`config.mk`:
```
export PLATFORM = sky130hd
export DESIGN_NAME = data_req_rr_arbiter
export DESIGN_NICKNAME = d
export VERILOG_FILES = /design/src/rtl/data_req_rr_arbiter.sv
export SDC_FILE = /design/constraint.sdc
export NUM_CORES = 1
export LEC_CHECK = 0
export ABC_CLOCK_PERIOD_IN_PS = 4500
export CORE_MARGIN = 5
export CORE_UTILIZATION = 29
export CTS_CLUSTER_DIAMETER = 120
export DETAILED_ROUTE_END_ITERATION = 12
export GPL_ROUTABILITY_DRIVEN = 0
export PLACE_DENSITY = 0.6
export SETUP_SLACK_MARGIN = 0.2
export SLEW_MARGIN = 20
export SYNTH_ARGS = -nofsm -noshare
export SYNTH_HDL_FRONTEND = slang
export SYNTH_SLANG_ARGS = --single-unit
```
`constraint.sdc`:
```
create_clock -name clock -period 4.5 [get_ports clock]
set_clock_uncertainty 0.15 [all_clocks]
set_input_delay 0.45 -clock clock [delete_from_list [all_inputs] [get_ports clock]]
set_output_delay 0.45 -clock clock [all_outputs]
set_load 0.05 [all_outputs]
```
`src/rtl/data_req_rr_arbiter.sv`:
```
// Round-robin arbiter for the cache data-array request port. It supports multi-beat
// locking and drives a single registered, full-throughput output stage.
module data_req_rr_arbiter #(
   parameter int SET_W = 8,
   parameter int SEL_W = 4
) (
   input  logic             clock,
   input  logic             reset,
   input  logic             io_in_0_valid,
   output logic             io_in_0_ready,
   input  logic [SET_W-1:0] io_in_0_bits_set,
   input  logic [SEL_W-1:0] io_in_0_bits_blockSelOH,
   input  logic             io_in_0_bits_last,
   input  logic             io_in_1_valid,
   output logic             io_in_1_ready,
   input  logic [SET_W-1:0] io_in_1_bits_set,
   input  logic [SEL_W-1:0] io_in_1_bits_blockSelOH,
   input  logic             io_in_1_bits_last,
   input  logic             io_in_2_valid,
   output logic             io_in_2_ready,
   input  logic [SET_W-1:0] io_in_2_bits_set,
   input  logic [SEL_W-1:0] io_in_2_bits_blockSelOH,
   input  logic             io_in_2_bits_last,
   input  logic             io_out_ready,
   output logic             io_out_valid,
   output logic [SET_W-1:0] io_out_bits_set,
   output logic [SEL_W-1:0] io_out_bits_blockSelOH,
   output logic [1:0]       io_out_bits_chosen
);

   function automatic logic [1:0] rr_next(input logic [1:0] idx);
      return (idx == 2'd2) ? 2'd0 : idx + 2'd1;
   endfunction

   logic [3:0]       req_vld;
   logic [1:0]       ptr;
   logic             lock;
   logic [1:0]       lock_id;
   logic             en;
   logic             fire;
   logic             grant_any;
   logic [1:0]       grant_id;
   logic [1:0]       pri_1;
   logic [1:0]       pri_2;
   logic [SET_W-1:0] sel_set;
   logic [SEL_W-1:0] sel_oh;
   logic             sel_last;

   // Spare top bit keeps an out-of-range pointer from selecting a real requester.
   assign req_vld = {1'b0, io_in_2_valid, io_in_1_valid, io_in_0_valid};
   assign en      = ~io_out_valid | io_out_ready;
   assign pri_1   = rr_next(ptr);
   assign pri_2   = rr_next(pri_1);

   always_comb begin
      grant_any = 1'b0;
      grant_id  = 2'd0;
      if (lock) begin
         grant_any = req_vld[lock_id];
         grant_id  = lock_id;
      end else if (req_vld[pri_1]) begin
         grant_any = 1'b1;
         grant_id  = pri_1;
      end else if (req_vld[pri_2]) begin
         grant_any = 1'b1;
         grant_id  = pri_2;
      end else if (req_vld[ptr]) begin
         grant_any = 1'b1;
         grant_id  = ptr;
      end
   end

   assign fire          = grant_any & en;
   assign io_in_0_ready = fire & (grant_id == 2'd0);
   assign io_in_1_ready = fire & (grant_id == 2'd1);
   assign io_in_2_ready = fire & (grant_id == 2'd2);

   always_comb begin
      sel_set  = io_in_0_bits_set;
      sel_oh   = io_in_0_bits_blockSelOH;
      sel_last = io_in_0_bits_last;
      case (grant_id)
         2'd1: begin
            sel_set  = io_in_1_bits_set;
            sel_oh   = io_in_1_bits_blockSelOH;
            sel_last = io_in_1_bits_last;
         end
         2'd2: begin
            sel_set  = io_in_2_bits_set;
            sel_oh   = io_in_2_bits_blockSelOH;
            sel_last = io_in_2_bits_last;
         end
         default: ;
      endcase
   end

   // Output stage: loads on fire, empties on drain without fire, holds while stalled.
   always_ff @(posedge clock or posedge reset) begin
      if (reset) begin
         io_out_valid           <= 1'b0;
         io_out_bits_set        <= '0;
         io_out_bits_blockSelOH <= '0;
         io_out_bits_chosen     <= 2'd0;
         ptr                    <= 2'd2;
         lock                   <= 1'b0;
         lock_id                <= 2'd0;
      end else if (en) begin
         io_out_valid <= fire;
         if (fire) begin
            io_out_bits_set        <= sel_set;
            io_out_bits_blockSelOH <= sel_oh;
            io_out_bits_chosen     <= grant_id;
            ptr                    <= grant_id;
            lock                   <= ~sel_last;
            if (!sel_last) begin
               lock_id <= grant_id;
            end
         end
      end
   end

endmodule
```
==> summary.txt <==
Post-synth ARST share = 100%
peak supply drop = 0.342 mV
CP Data Required Time = 3900 ps
post-synthesis cell count = 110
EDFF count, synth = 0
number of DRC markers in iteration 0 = 26
PwrDens = 824 nW/um^2
top-count cell post-synth = dfrtp_1
final hold violations = 0
via count = 1075
Critical Path AT = 3150 ps
Post-Synthesis Net Count = 158
total CTS buffers = 3
Yosys warnings = 0
outcome = finished clean
floorplan row count = 23
H-tree depth = 1
Worst slew margin = 50.5%
die height = 74.5 microns
CTS Buffer Depth = 2
leakage = 0.786 nW
Tmin final = 3750 ps
# setup viols final = 0
delay-heaviest family, CP = buffers and inverters
RSZ-0062 raised after global routing = no
largest net degree at the start of global routing = 25
Starting Density = 29.9%
CP bufs+invs = 3
Main synth FF type = dfrtp_1
CTS tree = done
Detail Route Antenna Nets = 0
Final Max Slew Viols = 0
Buffers on Ports = 62
gr ovfl total = 0
CTS root buf = clkbuf_8
register area share after synthesis = 39.6%
share of cells above drive strength 1 = 15.8%
number of gates resized after cts = 0
critical path class = input pin to output pin
fin crit share = 83.4%
Die X = 74.5 microns
first-pass GRT wire length = 5070 microns
CP endpoint kind = output pin
Mean Syn Cell Area = 11.0 sq um
vias in the first global route = 1078
Mapped Area = 1200 sq um
wire length per cell = 15.0 microns
# IOs = 63
Cell variety after synth = 29
#FFs+latches synth = 19
Nets = 220
post-route setup TNS = 0 ps
slowest stage cell, crit path = clkdlybuf4s50_1
# clock sinks = 19
Max stage delay on crit path = 700 ps
FILL cells = 377
post-CTS setup buffers = 0
most frequent cells after synthesis = 18 x dfrtp_1, 12 x a21oi_1, 12 x a22oi_1, 12 x nor2_1, 9 x mux2_4
Yosys top cell by area = dfrtp_1
top cell type's share of synthesized area = 37.4%
worst skew pair latency = 260 ps
Worst setup SP type = input pin
Crit Path Max Fanout = 14
drt pass-1 iters = 4
HP Class = flop to flop
critical path cell sequence = clkdlybuf4s50_1 > o21ai_0 > nand3_1 > o21ai_0 > inv_1 > ha_1 > and3_1 > clkdlybuf4s50_1
CTS hold repair buffers = 0
Finished Core Util = 47.2%
Post-Route WL = 3320 microns
DIE AREA = 5540 sq um
Worst-Margin Slew = 741 ps
DR vias/cell = 4.86
core area = 4030 sq um
DRC = 0
hpwl dp = 2620 microns
fmax = 266 MHz
ant diodes = 0
# Max-Cap Violations = 0
top cells by area, synth = dfrtp_1 37%, mux2_4 11%, a22oi_1 7.5%
initial antenna violation count = 0
gr usage total = 12.1%
Syn-to-layout area delta = 57.8%
clock-pin slew on the worst setup and hold paths = 70 ps
where the power goes:
| part | switching [W] | internal [W] |
|---|---|---|
| logic | 0.000625 | 0.000492 |
| registers | 0.0000680 | 0.000263 |
| clock network | 0.0000562 | 0.0000629 |
| total | 0.000749 | 0.000818 |
flip-flops by register name, summed over array words and instances (netlist names):
register	cells
lock_id	2
io_out_valid	1
io_out_bits_chosen	2
io_out_bits_blockSelOH	4
io_out_bits_set	8
lock	1
ptr	1
placed cells by master, fill, tap and decap left out:
master / synthesis / routed
and3_1: 3 / 3
o211ai_4: 1 / 1
o22ai_1: 1 / 1
o41a_4: 1 / 1
clkbuf_8: 0 / 3
nand2b_1: 2 / 2
mux2_4: 9 / 9
inv_1: 3 / 3
clkdlybuf4s50_1: 0 / 62
nand3b_1: 1 / 1
and2b_1: 1 / 1
mux2i_1: 2 / 2
o21ai_0: 2 / 2
a21oi_1: 12 / 12
a21bo_2: 1 / 1
clkbuf_1: 5 / 1
nor2_1: 12 / 12
nor2b_1: 1 / 1
dfrtp_1: 18 / 18
nand2_1: 2 / 2
a21boi_0: 1 / 1
mux2_2: 8 / 8
ha_1: 3 / 3
buf_4: 1 / 2
a22o_1: 2 / 2
nand3_1: 2 / 2
nand2_8: 1 / 1
a22oi_1: 12 / 12
dfstp_2: 1 / 1
o41ai_1: 1 / 1
through the flow:
step	power, W	cell area [sq um]	instances	hold slack, ps	setup slack (ps)
floorplan	0.00117	1200	110	250	1850
global route	0.00167	1900	221	384	515
global placement	0.00145	1860	217	346	855
finish	0.00157	1900	221	363	746
CTS	0.00159	1900	221	367	751
detailed placement	0.00147	1860	217	345	754
routing by layer:
| metal | vias up | routed length (microns) | global-route usage [%] |
|---|---|---|---|
| li1 | 526 | - | - |
| met1 | 502 | 1340 | 14.3 |
| met2 | 41 | 1640 | 20.4 |
| met3 | 6 | 286 | 4.46 |
| met4 | 0 | 52 | 4.15 |
| met5 | - | 0 | 0 |
kinds of logic after synthesis:
| family | share of synthesized area, % |
|---|---|
| compound gates | 21.0 |
| simple gates | 11.2 |
| mux | 20.4 |
| flops | 39.6 |
| buf+inv | 4.78 |
| fa+ha+maj | 3.12 |
cell type report:
cell class              count  area (sq um)  area share [%]
flip-flops and latches     19           477            25.1
clock buffers               4          45.0            2.37
multi-input cells          81           671            35.3
inverters                   3          11.3           0.592
repair buffers             64           636            33.4
well taps                  50          62.6            3.29
worst paths after layout:
check	from	to	slack, ps	depth (start not counted)
max	io_in_0_valid	io_in_1_ready	750	8
min	io_out_bits_set[4]	io_out_bits_set[4]	360	1
max reg2reg	io_out_bits_chosen[0]	lock_id[0]	1660	9
min reg2reg	io_out_bits_set[4]	io_out_bits_set[4]	360	1
max in group asynchronous	reset	io_out_bits_set[0]	3260	2
min in group asynchronous	reset	io_out_bits_blockSelOH[2]	470	2
Note: power is estimated with default switching activity, not from simulation.
